### src/rtl/pipeline_ctrl.sv
// pipeline_ctrl: register scoreboard with RAW hazard stall, one-cycle flush/redirect
// broadcast and a sticky halt latch for the in-order core.
module pipeline_ctrl #(
  parameter int NUM_REGS   = 32,
  parameter int REG_ADDR_W = 5,
  parameter int ADDR_W     = 32,
  parameter int KILL_DEPTH = 2
) (
  input  logic                  clk,
  input  logic                  reset,
  input  logic                  dec_valid,
  input  logic [REG_ADDR_W-1:0] dec_rs1_addr,
  input  logic [REG_ADDR_W-1:0] dec_rs2_addr,
  input  logic                  dec_rs1_used,
  input  logic                  dec_rs2_used,
  input  logic [REG_ADDR_W-1:0] dec_rd_addr,
  input  logic                  dec_rd_we,
  input  logic                  wb_valid,
  input  logic [REG_ADDR_W-1:0] wb_rd_addr,
  input  logic                  wb_rd_we,
  input  logic                  ex_flush,
  input  logic [ADDR_W-1:0]     ex_flush_addr,
  input  logic                  ex_halt,
  input  logic                  mem_stall,
  output logic                  stall_pipe,
  output logic                  stall_decode,
  output logic                  flush,
  output logic                  redirect_valid,
  output logic [ADDR_W-1:0]     redirect_addr,
  output logic                  halted,
  output logic [NUM_REGS-1:0]   pending
);

  typedef enum logic [1:0] {RUN, FLUSH, HALTED} state_t;
  state_t state;

  logic                  rs1_hit;
  logic                  rs2_hit;
  logic                  hazard;
  logic                  issue;
  logic                  push_valid;
  logic                  wb_clear;
  logic                  flush_take;
  logic                  halt_take;
  logic [NUM_REGS-1:0]   pending_next;
  logic [KILL_DEPTH-1:0] kill_valid;
  logic [REG_ADDR_W-1:0] kill_rd [KILL_DEPTH];

  assign rs1_hit      = dec_rs1_used && (dec_rs1_addr != '0) && pending[dec_rs1_addr];
  assign rs2_hit      = dec_rs2_used && (dec_rs2_addr != '0) && pending[dec_rs2_addr];
  assign hazard       = dec_valid && (rs1_hit || rs2_hit);
  assign stall_pipe   = mem_stall || (state == HALTED);
  assign stall_decode = hazard || stall_pipe || (state == FLUSH);
  assign issue        = dec_valid && !stall_decode && !ex_flush;
  assign push_valid   = issue && dec_rd_we && (dec_rd_addr != '0);
  assign wb_clear     = wb_valid && wb_rd_we && (wb_rd_addr != '0);
  assign halt_take    = ex_halt && (state != HALTED);
  assign flush_take   = ex_flush && !ex_halt && (state != HALTED);

  // Issue-set is applied last so it wins over a same-cycle writeback or kill.
  always_comb begin
    pending_next = pending;
    if (wb_clear) pending_next[wb_rd_addr] = 1'b0;
    if (flush_take) begin
      for (int i = 0; i < KILL_DEPTH; i++) begin
        if (kill_valid[i]) pending_next[kill_rd[i]] = 1'b0;
      end
    end
    if (push_valid) pending_next[dec_rd_addr] = 1'b1;
  end

  always_ff @(posedge clk or posedge reset) begin
    if (reset) begin
      pending    <= '0;
      kill_valid <= '0;
      for (int i = 0; i < KILL_DEPTH; i++) kill_rd[i] <= '0;
    end else begin
      pending <= pending_next;
      if (flush_take) begin
        kill_valid <= '0;
      end else if (!stall_pipe) begin
        kill_valid[0] <= push_valid;
        kill_rd[0]    <= dec_rd_addr;
        for (int i = 1; i < KILL_DEPTH; i++) begin
          kill_valid[i] <= kill_valid[i-1];
          kill_rd[i]    <= kill_rd[i-1];
        end
      end
    end
  end

  // A halt outranks a simultaneous flush and is only undone by reset.
  always_ff @(posedge clk or posedge reset) begin
    if (reset) begin
      state          <= RUN;
      flush          <= 1'b0;
      redirect_valid <= 1'b0;
      redirect_addr  <= '0;
      halted         <= 1'b0;
    end else begin
      flush          <= flush_take;
      redirect_valid <= flush_take;
      if (flush_take) redirect_addr <= ex_flush_addr;
      case (state)
        RUN, FLUSH: begin
          if (halt_take) begin
            state  <= HALTED;
            halted <= 1'b1;
          end else if (ex_flush) begin
            state <= FLUSH;
          end else begin
            state <= RUN;
          end
        end
        HALTED:  state <= HALTED;
        default: state <= RUN;
      endcase
    end
  end

endmodule
### config.mk
export PLATFORM = sky130hd
export DESIGN_NAME = pipeline_ctrl
export DESIGN_NICKNAME = d
export VERILOG_FILES = /design/src/rtl/pipeline_ctrl.sv
export SDC_FILE = /design/constraint.sdc
export NUM_CORES = 1
export LEC_CHECK = 0
export BUFFER_PORTS_ARGS = -buffer_cell sky130_fd_sc_hd__buf_2
export CAP_MARGIN = 20
export CORE_MARGIN = 5
export CORE_UTILIZATION = 43
export CTS_CLUSTER_SIZE = 25
export DETAILED_ROUTE_END_ITERATION = 12
export PLACE_DENSITY_LB_ADDON = 0.12
export SKIP_LAST_GASP = 1
export SYNTH_ARGS = -nofsm -noshare
export SYNTH_HDL_FRONTEND = slang
export SYNTH_SLANG_ARGS = --single-unit
### constraint.sdc
create_clock -name clk -period 3.3 [get_ports clk]
set_input_delay 0.66 -clock clk [delete_from_list [all_inputs] [get_ports clk]]
set_output_delay 0.66 -clock clk [all_outputs]
set_load 0.01 [all_outputs]
; Word level (Yosys, flattened, before mapping)
; Index checks and enable logic that the tools add are counted.
[totals]
ff_bits = 80
in_bits = 63
out_inout_bits = 69
word_cells = 87
[op_classes]
magnitude_cmp = 10
n_eq_ne = 4
muxes = 23
bitwise_logic = 9
n_reduce_logical = 33
[ops]
columns = op, count
row1 = $mux 32, 6
row2 = $and 32x32->32, 3
row3 = $not 32->32, 3
row4 = $lt 5x6->1 const B, 6
row5 = $or 32x32->32, 1
row6 = $demux 1 s5, 4
row7 = $ge 5x1->1 const B, 4
row8 = $reduce_bool 5->1, 4
row9 = $logic_and 1x1->1, 18
row10 = $bmux 1 s5, 2
row11 = $mux 1, 7
row12 = $mux 2, 3
row13 = $logic_or 1x1->1, 4
row14 = $pmux 2 s2, 1
row15 = $reduce_and 2->1, 2
row16 = $logic_not 1->1, 3
row17 = $eq 2x1->1 const B, 1
row18 = $eq 2x2->1 const B, 1
row19 = $logic_not 2->1, 1
row20 = $ne 2x1->1 const B, 1
row21 = $ne 2x2->1 const B, 1
row22 = $not 1->1, 2
row23 = $reduce_or 2->1, 1

; Logic depth before layout (Yosys ltp)
; Gate-level depths: netlist of the first run.
[depth]
ltp_word = 15
ltp_mapped = 7
depth_no_buf = 5

; Worst setup path after synthesis of the first run
; No wires, ideal clock.
[synth_path]
path_kind = in2out
startpoint = input port dec_rs1_addr[0]
endpoint = output port stall_decode
t_arrival_ns = 2.413
t_required_ns = 2.640
slack_ns = 0.227
stages = 6
n_path_buf = 1
cell_sequence = buf_6 mux4_1 mux2_2 or3_1 a31o_2 or2_2
[synth_via]
elab_chain_cells = 7
word_cells_on_any_way = 9
cone_classes = mux: 2 / reduce/logical: 7
[synth_lines]
columns = element, line
row1 = from (decl), 12  ; input logic [REG_ADDR_W-1:0] dec_rs1_addr,
row2 = $bmux 1 s5 / $reduce_bool 5->1 (equally long branches), 49  ; assign rs1_hit = dec_rs1_used && (dec_rs1_addr != '0) && pending[dec_rs1_addr];
row3 = $mux 1 (not written as such) / $logic_and 1x1->1 (equally long branches), 49
row4 = $logic_and 1x1->1 *, 49
row5 = $logic_or 1x1->1 *, 51  ; assign hazard = dec_valid && (rs1_hit || rs2_hit);
row6 = $logic_and 1x1->1 *, 51
row7 = $logic_or 1x1->1 * (2 in a row), 53  ; assign stall_decode = hazard || stall_pipe || (state == FLUSH);
row8 = to (decl), 26  ; output logic stall_decode,
; Every way passes the cells marked *; elsewhere a longest branch is shown, timed or not. The select of a mux whose other input is x is not followed.

; Final worst setup path of the first run
; Ends and elaborated chain as after synthesis.

==> results.md, run 1 <==
- The number of clock sinks seen by CTS is 80.
- The number of remaining DRC errors is 0.
- The biggest area contributor in the post-synthesis netlist is dfrtp_1.
- Summing all multi-input logic gate instances after layout gives 2620 um^2.
- The max-cap violation count is 0.
- The most used flip-flop cell after synthesis is dfrtp_1.
- The total clock buffers created by CTS is 9.
- The power density over the cells is 369 nW/um^2.
- The share of synthesized area in the top cell type comes to 41.4%.
- The detailed router finished its first iteration with 561 violations.
- Pin placement for this block handled 132 I/O pins.
- The leakage dissipation is 2.85 nW.
- The post-route netlist has 37.5% of its cells at a drive strength greater than 1.
- The overall power after layout is 2.18 mW.
- Data on the critical path arrives at its endpoint at 2.53 ns.
- Entering global routing, the biggest net connects 37 pins.
- Per report_power, the combinational group accounts for 6.7% of the total.
- Net switching is 24.2% of the power.
- The internal portion of the total power is 1.65 mW.
- When the netlist entered floorplanning its net count stood at 544.
- The number of global-route vias before repair was 4330.
- The post-layout net count is 661.
- The overall die height is 116 um.
- The number of input and output port buffers inserted is 131.
- The detailed-routing iteration count for the pre-antenna-repair pass is 6.
- Once placement finished, the instance area stood at 5580 um^2.
- The worst hold path belongs to the class in -> async.
- The worst max-slew margin expressed relative to the limit is 38.6%.
- By startpoint and endpoint, the worst setup path is classified as in -> out.
- The number of fill cells in the layout is 984.
- The number of placed cells counting well taps is 726.
- The maximum fanout count along the critical path is 3.
- The maximum ir drop on the vdd rail is 0.000241 V.
- The core utilization of the finished layout is 54.1%.
- By instance count, the cell type seen most on the critical path is buf_2.
- The average cell area after synthesis is 10.1 um^2.
- For the worst-skew pair, the clock arrives at the later sink with an insertion delay of 0.35 ns.
- The number of max-slew violations in the final report was 0.
- The die covers 13500 um^2.
- Sequential cells burn 44.9% of the power.
- The area of the core region is 10900 um^2.
- The dominant delay contributor by cell family on the critical path is multiplexers.
- The number of buffers and inverters on the critical path is 2.
- Setup repair after global routing left no endpoint under its margin.
- Yosys attributes the largest share of cell area to dfrtp_1 (41%), nand2_1 (8.8%), o31ai_2 (7.2%).
- The run finished with clean final reports.
- The first global-routing pass estimated 24300 um of wire.
- Synthesis instantiated 45 different standard cells from the library.
- The area of the mapped netlist is 4840 um^2.
- Dividing the detail-routed wire length by the instance count gives 21.9 um.
- Clock-pin slew was measured on the worst setup and hold paths at 0.06 ns.
- The sequential share of the synthesized area is 41.4%.
- The total number of placement rows is 38.
- The clock root buffer master is clkbuf_16.
- The tightest hold path in the finished design has a slack of 0.312 ns.
- The maximum count of clock buffers along a single path is 2.
- The final setup TNS is 0 ns.
- The worst reg2reg path depth is 6.
- For this design, the slowest cell found on the critical path is mux4_1.
- STA classifies the critical path endpoint as a primary output.
- Across all layers, the routed design uses 4539 vias.
- Global routing used 24.0% of the available tracks.
- The share of the clock period used by the worst path after layout is 96.8%.
- The worst setup margin is 0.106 ns.
- Timing would allow up to 313 MHz.
- The fraction of registers with async set or reset after synthesis is 100%.
- In this run the power spent charging and discharging nets is 0.528 mW.
- The diode insertion count for antenna repair is 0.
- The signal on the critical path passes through buf_2, mux4_1, mux2_2, or3_1, a31o_2, or2_4, buf_2.
- The via count normalized by instance count is 6.11.
- At the worst endpoint, the required time is 2.64 ns.
- The deepest level of the CTS H-tree is 3.
- The register area is 2010 um^2.
- Yosys printed 0 warnings.
- The number of antenna violations at the first check in global routing was 0.
- Measured along the x axis, the die boundary spans 116 um.
- For this run the aggregate overflow at the end of global routing stands at 0.
- The launching element type of the critical path is an input port.
- The count of endpoints failing hold in the final timing report was 0.
- The number of synthesized flops with an enable pin is 0.
- Once layout is done, the placed cells without fillers occupy 5910 um^2.
- The clock network is responsible for 48.3% of the overall power.
- Summed over all layers, the routed wires come to 16300 um.
- The time the worst path needs with I/O delays and setup is 3.19 ns.
- The number of standard cells in the final layout excluding fillers is 743.
- Before CTS, the worst setup slack after placement is 0.0590 ns.
- The cell count along the critical path is 7.
- The transition time at the pin with the least slew margin is 0.918 ns.
- The initial standard-cell utilization of the core is 44.2%.
- Setup violations remaining at the end of the flow were counted as 0.
- The worst clock skew is 0.0106 ns.
- The clock tree from TritonCTS is done.
- The flip-flop and latch count after synthesis is 80.
- The number of cells produced by synthesis is 481.
- The count of antenna-violating nets left after detailed routing is 0.
- The final RePlAce weighted congestion is 0.913.
- The area added between synthesis and finish is 22.2%.
- The biggest cell delay along the critical path is 0.54 ns.
- Detailed placement finished with a half-perimeter wire length of 12000 um.
## synthesized netlist by cell type (2+ instances only)
cell	instances
a22oi_1	33
a31oi_1	2
a32o_1	2
a32oi_1	2
and3_1	5
and3b_1	6
buf_1	8
buf_2	6
buf_6	4
clkbuf_1	20
dfrtp_1	80
inv_1	6
mux2_2	12
mux2i_1	10
mux4_1	6
mux4_2	6
nand2_1	114
nand2b_1	6
nand3_1	4
nand3b_1	4
nor2_1	11
nor2b_1	5
nor3_1	2
nor3b_1	8
o21ai_0	2
o221ai_1	32
o31ai_1	2
o31ai_2	28
o31ai_4	2
or2_2	3
or3_1	34
or3b_2	3
## kinds of logic after synthesis
family,synth area share [%]
compound gates,22.0
flops,41.4
mux,10.9
buf+inv,4.65
simple gates,21.1
## cell type report
cell class,count,share of cell area [%]
Clock inverter,6,1.23
Inverter,6,0.402
Timing Repair Buffer,146,13.1
Sequential cell,80,34.0
Multi-Input combinational cell,355,44.3
Tap cell,140,2.96
Clock buffer,10,4.04
## flip-flops by register name, indices dropped and copies added, names as in the netlist
| signal | flops |
|---|---|
| halted | 1 |
| kill_rd | 10 |
| kill_valid | 2 |
| pending | 32 |
| redirect_addr | 32 |
| redirect_valid | 1 |
| state | 2 |
## path summary, 6_finish.rpt
| check | startpoint | endpoint | slack (ns) |
|---|---|---|---|
| max | dec_rs1_addr[0] | stall_decode | 0.11 |
| min in group clk | halted$_DFFE_PP0P_ | halted$_DFFE_PP0P_ | 0.45 |
| min reg2reg | halted$_DFFE_PP0P_ | halted$_DFFE_PP0P_ | 0.45 |
| max reg2reg | pending[9]$_DFF_PP0_ | pending[26]$_DFF_PP0_ | 0.79 |
| min | reset | redirect_addr[31]$_DFFE_PP0P_ | 0.31 |
| max in group asynchronous | reset | pending[13]$_DFF_PP0_ | 2.20 |
## power by group through the flow
| stage | combinational (mW) | sequential (mW) | clock (mW) |
|---|---|---|---|
| 4_1_cts | 0.146 | 0.980 | 1.08 |
| 2_1_floorplan | 0.0715 | 0.999 | 0 |
| 3_3_place_gp | 0.144 | 0.999 | 0 |
| 5_1_grt | 0.161 | 0.979 | 1.12 |
| 3_5_place_dp | 0.146 | 0.999 | 0 |
| 6_report | 0.147 | 0.980 | 1.05 |
## layer usage
metal | part of all wire (%) | up-vias | global-route usage (%)
met5 | 0 | - | 0
met4 | 3.2 | 0 | 10.7
met3 | 10 | 38 | 5.80
met2 | 44 | 255 | 35.9
met1 | 43 | 2199 | 33.1
li1 | - | 2047 | -
## placed cells by master (no fill, tap or decap), types with 2 or more instances in the layout
master,count
nand2_1,113
o221ai_1,32
nor2_1,11
or2_2,2
inv_6,3
or3b_2,3
nor2b_1,5
and3b_1,6
mux2_2,12
o31ai_1,2
dfrtp_1,75
nand3_1,4
and3_1,5
mux2i_1,10
a32o_1,2
nand3b_1,4
mux4_2,7
a32oi_1,2
or3_1,34
o31ai_4,2
mux4_1,5
nor3b_1,8
buf_4,14
clkinv_2,2
inv_1,5
nor3_1,2
clkbuf_16,9
a22oi_1,33
o31ai_2,28
buf_2,131
a31oi_1,2
dfrtp_2,5
nand2b_1,6
## timing repair
item	CTS	global route
setup buffers	0	1
resized for setup	0	8
endpoints found under the setup margin	0	1
hold buffers	0	0
No activity file was read; power rests on OpenSTA's default activity.
==> inputs of run 2 (changes only) <==
REMOVE_ABC_BUFFERS = 1   (was unset)
==> run 2 against run 1 <==
Effect of this change: critical path depth unchanged; setup slack gained 0.0061 ns; die area unchanged; final cell count grew 0.81%; fmax increased by 0.19%; global-route usage rose by 0.95 points; wire length decreased by 0.41%; sequential power about the same; via count is 0.71% higher; clock power is 5% lower; combinational power grew 3%; total power is 2.2% lower; largest power group unchanged.
==> results.md, run 2 (same netlist as run 1, synthesis figures left out) <==
- The flow ran to the end, and the final reports show no timing, DRC or antenna violations.
- The internal power component is 1.62 mW (-1.7%).
- The fraction of layout instances using a drive strength above 1 was 37.4% (-0.041 points).
- The number of placed cells counting well taps is 733 (+0.96%).
- The horizontal extent of the die is 116 um (unchanged).
- The worst max-slew margin expressed relative to the limit is 36.1% (-2.5 points).
- The number of antenna violations at the first check in global routing is 0 (unchanged).
- Along the worst hold path, the cell count comes to 1.
- The time the worst path needs with I/O delays and setup is 3.19 ns (-0.00612 ns).
- The detailed-placement wirelength estimate is 11700 um (-2.1%).
- The required time at the endpoint of the critical path is 2.64 ns (about the same).
- The number of clock sinks seen by CTS is 80 (unchanged).
- The sum of routed wire length over all layers is 16200 um (-0.41%).
- The register share of total power came to 46.0% (+1.1 points).
- The arrival time of the worst setup path is 2.53 ns (about the same).
- The total routing usage reported by global routing was 24.9% (+0.95 points).
- The part of the total power dissipated in combinational logic is 7.1% (+0.4 points).
- The switching power is 0.508 mW (-3.7%).
- The overall power after layout came to 2.13 mW (-2.2%).
- STA classifies the critical path endpoint as a primary output.
- The detailed-routing iteration count for the pre-antenna-repair pass is 5 (-1).
- The via count normalized by instance count is 6.10 (-0.10%).
- The count of vias placed by the detailed router came to 4571 (+0.71%).
- The first-pass GRT wire length is 25500 um (+5.0%).
- Leaving out fill and tap cells, the most frequent cells in the layout are buf_2 (131), nand2_1 (113), dfrtp_1 (80), or3_1 (34), a22oi_1 (33).
- The endpoint with the worst hold slack is halted$_DFFE_PP0P_.
- The overall die height is 116 um (unchanged).
- The share of the clock period used by the worst path after layout came to 96.6% (-0.19 points).
- Setup repair after global routing left no endpoint under its margin.
- The slack of the worst reg-to-reg path came to 0.86 ns (+0.07 ns).
- The clock root buffer master is clkbuf_16.
- The overall overflow remaining after global route is 0 (unchanged).
- The power density over the cells is 359 nW/um^2 (-2.6%).
- The number of I/O pins is 132 (unchanged).
- The worst register-to-register path begins at pending[15]$_DFF_PP0_.
- The deepest level of the CTS H-tree came to 3 (unchanged).
- The max-cap violation count is 0 (unchanged).
- Leaving out fill and tap cells, the most frequent cell in the layout is buf_2.
- The fmax is 314 MHz (+0.19%).
- The number of post-CTS setup repair buffers was 0 (unchanged).
- The worst setup path is launched from an input port.
- The total number of placement rows was 38 (unchanged).
- The post-layout net count is 667 (+0.91%).
- The number of standard cells in the final layout excluding fillers is 749 (+0.81%).
- The pin count of the biggest net entering global routing came to 53 (+43%).
- The start point of the worst min-delay path is halted$_DFFE_PP0P_.
- The transition time at the pin with the least slew margin was 0.955 ns (+0.0366 ns).
- The number of max-slew violations in the final report is 0 (unchanged).
- The number of DRC markers after the initial detailed-route iteration is 495 (-12%).
- The area of the die is 13500 um^2 (unchanged).
- The leakage dissipation is 2.87 nW (+0.51%).
- The net switching fraction of the power came to 23.8% (-0.37 points).
- The clock-pin slew on the worst setup and hold paths is 0.06 ns (about the same).
- The worst clock skew is 0.00618 ns (-0.00444 ns).
- The number of remaining DRC errors was 0 (unchanged).
- The critical path class is in -> out.
- The number of global-route vias before repair is 4634 (+7.0%).
- The setup-violating endpoint count in the final report is 0 (unchanged).
- The final setup TNS is 0 ns (unchanged).
- The maximum count of clock buffers along a single path is 2 (unchanged).
- The diode insertion count for antenna repair is 0 (unchanged).
- The clock tree from TritonCTS is done.
- The mean routed wirelength per cell is 21.6 um (-1.2%).
- The worst reg2reg path depth is 6 (unchanged).
- The area of the core region came to 10900 um^2 (unchanged).
- The maximum fanout count along the critical path is 4 (+1).
- The area added between synthesis and finish is 22.7%.
- The count of antenna-violating nets left after detailed routing came to 0 (unchanged).
- The class of the tightest hold or removal check is reg -> reg.
- The number of input and output port buffers inserted is 131 (unchanged).
- In the final layout, the registers with the most flip-flops are pending: 32 flops, redirect_addr: 32 flops, kill_rd: 10 flops.
- The final RePlAce weighted congestion came to 0.952 (+4.3%).
- The maximum ir drop on the vdd rail is 0.000238 V (-1.3%).
- The total clock buffers created by CTS is 9 (unchanged).
- In this run the critical register-to-register path is captured at pending[12]$_DFF_PP0_.
- The initial standard-cell utilization of the core is 44.2% (unchanged).
- The latest clock arrival within the worst-skew pair is 0.34 ns (about the same).
- The count of endpoints failing hold in the final timing report is 0 (unchanged).
- The clock share of power is 46.9% (-1.4 points).
==> run 2: worst max-delay path, cell delays in order <==
cell and delay [ns]:
buf_2 0.15, mux4_2 0.50, mux2_2 0.27, or3_1 0.30, a31o_2 0.23, or2_2 0.27
buf_2 0.15
==> run 2: layout make-up <==
cell class / instances / area, um^2
clock buffers: 10 / 229
clock inverters: 6 / 67.6
fillers: 1027 / 5000
inverters: 6 / 23.8
multi-input cells: 355 / 2620
flip-flops and latches: 80 / 2000
well taps: 140 / 175
repair buffers: 152 / 817
==> run 2: power by group through the flow <==
stage / Combinational, mW / Sequential (mW) / Clock (mW)
3_3_place_gp: 0.146 / 0.999 / 0
6_report: 0.151 / 0.981 / 1.00
5_1_grt: 0.165 / 0.980 / 1.07
2_1_floorplan: 0.0573 / 0.999 / 0
4_1_cts: 0.149 / 0.981 / 1.02
3_5_place_dp: 0.148 / 0.999 / 0
==> run 2: metal layers <==
layer	vias up	routed length, um	global-route usage (%)
met4	0	419	9.36
met1	2192	6790	35.6
li1	2056	-	-
met3	36	1880	6.27
met2	287	7100	36.7
met5	-	0	0
==> run 2: worst max-delay path by stage <==
stage	startpoint	endpoint	slack, ns	cells after the start
6_report	dec_rs1_addr[0]	stall_decode	0.11	7
5_1_grt	dec_rs1_addr[0]	stall_decode	0.009	7
4_1_cts	dec_rs1_addr[0]	stall_decode	0.05	7
3_5_place_dp	dec_rs1_addr[0]	stall_decode	0.05	7
3_3_place_gp	dec_rs1_addr[0]	stall_decode	0.06	7
2_1_floorplan	dec_rs2_addr[2]	stall_decode	-1.0	5
==> run 2: repair_timing <==
item                       4_1_cts  5_1_grt
setup endpoints to repair        0        1
hold buffers                     0        0
gates resized for setup          0        4
==> run 2: per-stage QoR <==
step | hold WS [ns] | util, % | cell area [um^2] | worst slack (ns)
after floorplan | 0.447 | - | 4640 | -0.998
final | 0.447 | 54.3 | 5930 | 0.112
after detailed placement | 0.442 | 51.5 | 5640 | 0.0506
after CTS | 0.456 | 54.2 | 5930 | 0.0486
after global routing | 0.490 | 54.3 | 5930 | 0.00906
after global placement | 0.433 | 51.5 | 5640 | 0.0639
